File: src/rtl/disp_scheduler.sv
// Display time-share scheduler: rotates speed/distance, alarm preempts.
// Optional alarm blink is enabled by defining DISP_BLINK_EN.
module disp_scheduler #(
    parameter int DWELL_TICKS = 16000,
    parameter int BLINK_TICKS = 4000,
    parameter int MAXV        = 9999
) (
    input  logic        clk_16k,
    input  logic        rst_n,
    input  logic [13:0] spd_val,
    input  logic        spd_vld,
    input  logic [13:0] dst_val,
    input  logic        dst_vld,
    input  logic [13:0] alm_code,
    input  logic        alm_req,
    output logic        alm_ack,
    output logic [13:0] disp_val,
    output logic [1:0]  disp_src,
    output logic        disp_blank,
    output logic        disp_chg
);

    typedef enum logic [1:0] {
        IDLE = 2'd0,
        SPD  = 2'd1,
        DST  = 2'd2,
        ALM  = 2'd3
    } st_t;

    localparam int DW = $clog2(DWELL_TICKS);
    localparam logic [DW-1:0] DLAST = DW'(DWELL_TICKS - 1);
    localparam logic [13:0] VMAX = 14'(MAXV);

    st_t st, st_nx, ret_st, ret_nx;
    logic [DW-1:0] dcnt, dcnt_nx;
    logic [13:0] spd_sh, dst_sh, alm_sh;
    logic [13:0] spd_nx, dst_nx, alm_nx;
    logic have_spd, have_dst, alm_r;
    logic [13:0] val_nx;
    logic blank_nx, ack_nx, chg_nx;

    function automatic logic [13:0] sat(input logic [13:0] v);
        return (v > VMAX) ? VMAX : v;
    endfunction

`ifdef DISP_BLINK_EN
    localparam int BW = $clog2(BLINK_TICKS);
    localparam logic [BW-1:0] BLAST = BW'(BLINK_TICKS - 1);
    logic [BW-1:0] bcnt, bcnt_nx;

    // Counter restarts on each ALM entry; wraps at every blink toggle.
    always_comb begin
        bcnt_nx = '0;
        if (st_nx == ALM && st == ALM && bcnt != BLAST)
            bcnt_nx = bcnt + BW'(1);
    end

    always_ff @(posedge clk_16k) begin
        if (!rst_n) bcnt <= '0;
        else        bcnt <= bcnt_nx;
    end
`endif

    always_comb begin
        spd_nx  = spd_vld ? spd_val : spd_sh;
        dst_nx  = dst_vld ? dst_val : dst_sh;
        alm_nx  = alm_req ? alm_code : alm_sh;
        st_nx   = st;
        ret_nx  = ret_st;
        dcnt_nx = dcnt;
        if (alm_r) begin
            st_nx   = ALM;
            dcnt_nx = '0;
            if (st != ALM) ret_nx = st;
        end else begin
            unique case (st)
                IDLE: begin
                    dcnt_nx = '0;
                    if (have_spd)      st_nx = SPD;
                    else if (have_dst) st_nx = DST;
                end
                SPD: begin
                    if (dcnt == DLAST) begin
                        dcnt_nx = '0;
                        if (have_dst) st_nx = DST;
                    end else begin
                        dcnt_nx = dcnt + DW'(1);
                    end
                end
                DST: begin
                    if (dcnt == DLAST) begin
                        dcnt_nx = '0;
                        if (have_spd) st_nx = SPD;
                    end else begin
                        dcnt_nx = dcnt + DW'(1);
                    end
                end
                ALM: begin
                    st_nx   = ret_st;
                    dcnt_nx = '0;
                end
            endcase
        end

        val_nx   = '0;
        blank_nx = 1'b0;
        unique case (st_nx)
            IDLE: blank_nx = 1'b1;
            SPD:  val_nx = sat(spd_nx);
            DST:  val_nx = sat(dst_nx);
            ALM: begin
                val_nx = sat(alm_nx);
`ifdef DISP_BLINK_EN
                if (st == ALM && bcnt == BLAST) blank_nx = ~disp_blank;
                else if (st == ALM)             blank_nx = disp_blank;
`endif
            end
        endcase
        ack_nx = (st_nx == ALM) && (st != ALM);
        chg_nx = (st_nx != st);
    end

    always_ff @(posedge clk_16k) begin
        if (!rst_n) begin
            st         <= IDLE;
            ret_st     <= IDLE;
            dcnt       <= '0;
            spd_sh     <= '0;
            dst_sh     <= '0;
            alm_sh     <= '0;
            have_spd   <= 1'b0;
            have_dst   <= 1'b0;
            alm_r      <= 1'b0;
            disp_val   <= '0;
            disp_blank <= 1'b1;
            alm_ack    <= 1'b0;
            disp_chg   <= 1'b0;
        end else begin
            st         <= st_nx;
            ret_st     <= ret_nx;
            dcnt       <= dcnt_nx;
            spd_sh     <= spd_nx;
            dst_sh     <= dst_nx;
            alm_sh     <= alm_nx;
            have_spd   <= have_spd | spd_vld;
            have_dst   <= have_dst | dst_vld;
            alm_r      <= alm_req;
            disp_val   <= val_nx;
            disp_blank <= blank_nx;
            alm_ack    <= ack_nx;
            disp_chg   <= chg_nx;
        end
    end

    assign disp_src = st;

endmodule

File: config.mk
export PLATFORM = sky130hd
export DESIGN_NAME = disp_scheduler
export DESIGN_NICKNAME = d
export VERILOG_FILES = /design/src/rtl/disp_scheduler.sv
export SDC_FILE = /design/constraint.sdc
export NUM_CORES = 1
export LEC_CHECK = 0
export ABC_AREA = 1
export CORE_MARGIN = 1.5
export CORE_UTILIZATION = 35
export CTS_CLUSTER_DIAMETER = 120
export DETAILED_ROUTE_END_ITERATION = 8
export PLACE_DENSITY = 0.55
export SLEW_MARGIN = 20
export SYNTH_ARGS = -nofsm -noshare
export SYNTH_HDL_FRONTEND = slang
export SYNTH_SLANG_ARGS = --single-unit
File: constraint.sdc
create_clock -name clk_16k -period 2.7 [get_ports clk_16k]
set_input_delay 0.405 -clock clk_16k [delete_from_list [all_inputs] [get_ports clk_16k]]
set_output_delay 0.405 -clock clk_16k [all_outputs]
set_load 0.02 [all_outputs]
==> qor.txt <==
Async set or reset register ratio after synthesis: 0
CTS buffer count: 9
Share of cells above drive strength 1: 0.0745
Die area: 0.0113 mm2
Top Layer Used: met4
Lkg Pwr: 2.23 nW
Final period util: 0.747
Startpoint Class: register
Final GP Congestion: 0.866
Clk slew on worst S/H paths: 90 ps
Synth warnings: 0
Area share of the largest cell type after synthesis: 0.430
Commonest cells in the netlist: nand2_1 (146), nor2_1 (83), dfxtp_1 (80)
Worst-Skew Late Latency: 360 ps
WL met1: 4270 um
Rows: 37
Compound-Gate Fraction of Synth Area: 0.0520
Fin crit period: 2020 ps
Yosys reg bits: 80
Most frequent cell after synthesis: nand2_1
Post-Synth Simple-Gate Area: 0.366
Slew Viols, Final: 0
Largest area contributor in the netlist: dfxtp_1
WL met3: 407 um
Worst-path maximum fanout: 29
DR vias/cell: 4.57
Max-cap violations: 0
Post-synthesis sequential area ratio: 0.430
Root Driver: clkbuf_8
Design area: 0.00470 mm2
Tot GR Track Use: 0.167
Ant diodes: 0
Largest cells by area after synthesis: dfxtp_1 (43%), nand2_1 (15%), nor2_1 (8.4%)
Most used cell, CP: nand3_1
Setup TNS Final: 0 ps
Syn_nets: 585
Syn_area_per_cell: 6.94 um2
Die height: 106 um
Synth Area in XOR/XNOR: 0.00940
DRC Markers: 0
Crit path largest cell delay: 370 ps
Achievable clock frequency: 0.496 GHz
Status: complete, no violations
Clock skew: 8.27 ps
Total clock sinks: 80
Avg WL per Cell: 11.9 um
Vias in the first global route: 3213
Starting Density: 0.361
Worst slew margin: 0.646
IO Count: 66
Final setup margin: 682 ps
Syn-to-layout area delta: 26.3%
Synthesized instance count: 537
Drt initial violations: 151
Post-synthesis cell area: 0.00373 mm2
# resized after CTS: 0
Die X: 106 um
P per Cell Area: 627 mW/mm2
Placed wire-length estimate: 6590 um
WP data required: 3010 ps
# Post-CTS Setup Buffers: 0
Synth cell types: 34
Pre-CTS WS: 367 ps
Final Hold Fails: 0
Dpl cell area: 0.00445 mm2
Routed wire length: 8810 um
Final setup fails: 0
Arr. time, crit path: 2330 ps
Slowest CP cell: dfxtp_1
Unrepaired setup endpoints after global routing: false
H-tree levels: 3
Initial antenna violation count: 0
Setup crit end kind: register
Fin nets: 647
Post-synthesis mux area share: 0.0322
Combinational family with the most area after synthesis: simple AND/OR/NAND/NOR gates
Antenna Nets Post-Route: 0
Via count: 3383
IR drop worst, VDD: 0.252 mV
Adder-Cell Fraction of Synth Area: 0.00336
First-pass DRT Iterations: 4
First-pass GRT wire length: 14900 um
Worst path cell trace: ha_1 > nand3_1 > nor2_2 > nand4_1 > nand4_2 > buf_4 > nand3_1 > nand3_1 > nand2_1 > inv_1
Top FF cell, synth: dfxtp_1
Largest net degree at the start of global routing: 51
Class of the most critical setup path: register to register
Worst-margin pin slew: 531 ps
Clk buf depth: 2
Core area: 0.0103 mm2
IO buf count: 65
Grt total ovfl: 0
CTS Hold Buffers Added: 0
WL met2: 3910 um
Hold Path Class: register to register
CTS tree: yes
Number of synthesized flops with an enable pin: 0
-- routing by layer --
layer  track usage  up-vias
li1              -     1799
met1         0.219     1485
met5             0        -
met4        0.0714        0
met3        0.0380       16
met2         0.263       83
-- placed cells by master (no fill, tap or decap), types with 3 or more instances in the layout --
master,count
nor2_1,83
o21a_1,3
mux2i_1,12
bufinv_16,3
nor3_1,3
nand2_1,146
or2_2,4
clkdlybuf4s50_1,65
inv_1,60
buf_4,8
a21oi_1,22
nand2_2,4
nand4_1,3
inv_2,4
clkbuf_8,10
nor2_4,3
o21ai_1,3
nand3_1,62
o21ai_0,5
xor2_1,3
dfxtp_1,80
-- flip-flops by register name, indices dropped and copies added (netlist names) --
signal,cells
disp_chg,1
dcnt,14
disp_src,2
alm_ack,1
disp_val,14
ret_st,2
spd_sh,14
disp_blank,1
alm_r,1
have_spd,1
have_dst,1
alm_sh,14
dst_sh,14
-- final timing paths --
kind | from | endpoint | slack [ps] | cells past startpoint
min | dcnt[0]$_SDFF_PP0_ | dcnt[0]$_SDFF_PP0_ | 460 | 1
max | dcnt[0]$_SDFF_PP0_ | disp_val[7]$_SDFF_PN0_ | 680 | 10
max reg2reg | dcnt[0]$_SDFF_PP0_ | disp_val[7]$_SDFF_PN0_ | 680 | 10
min reg2reg | dcnt[0]$_SDFF_PP0_ | dcnt[0]$_SDFF_PP0_ | 460 | 1
-- layout make-up --
class | count | area (um2)
Tap cell | 136 | 170
Fill cell | 1057 | 5620
Inverter | 65 | 244
Timing Repair Buffer | 73 | 711
Multi-Input combinational cell | 370 | 1730
Clock inverter | 6 | 115
Clock buffer | 10 | 138
Sequential cell | 80 | 1600
-- metrics by stage --
step | std cells | hold WS, ps | power [mW] | utilization
global placement | 724 | 430 | 1.87 | 0.431
global route | 740 | 492 | 3.11 | 0.456
CTS | 740 | 467 | 2.98 | 0.456
floorplan | 537 | 418 | 1.69 | -
finish | 740 | 461 | 2.95 | 0.456
detailed placement | 724 | 448 | 1.88 | 0.431
-- power breakdown --
group | total (mW) | switching, mW | internal (mW)
logic | 0.563 | 0.328 | 0.235
registers | 1.28 | 0.0312 | 1.25
clock network | 1.10 | 0.457 | 0.644
total | 2.95 | 0.816 | 2.13
-- cells by family after synthesis --
logic type,after synthesis
compound gates,36
xor+xnor,4
fa+ha+maj,1
buf+inv,87
flops,80
mux,12
simple gates,317
-- critical path, delay by kind of cell (launching register included) --
| kind | cells | cell delay, ps |
|---|---|---|
| buffers and inverters | 2 | 340 |
| DFF | 1 | 370 |
| and+or+nand+nor | 7 | 1070 |
| adders and majority gates | 1 | 190 |
No activity file was read; power rests on OpenSTA's default activity.
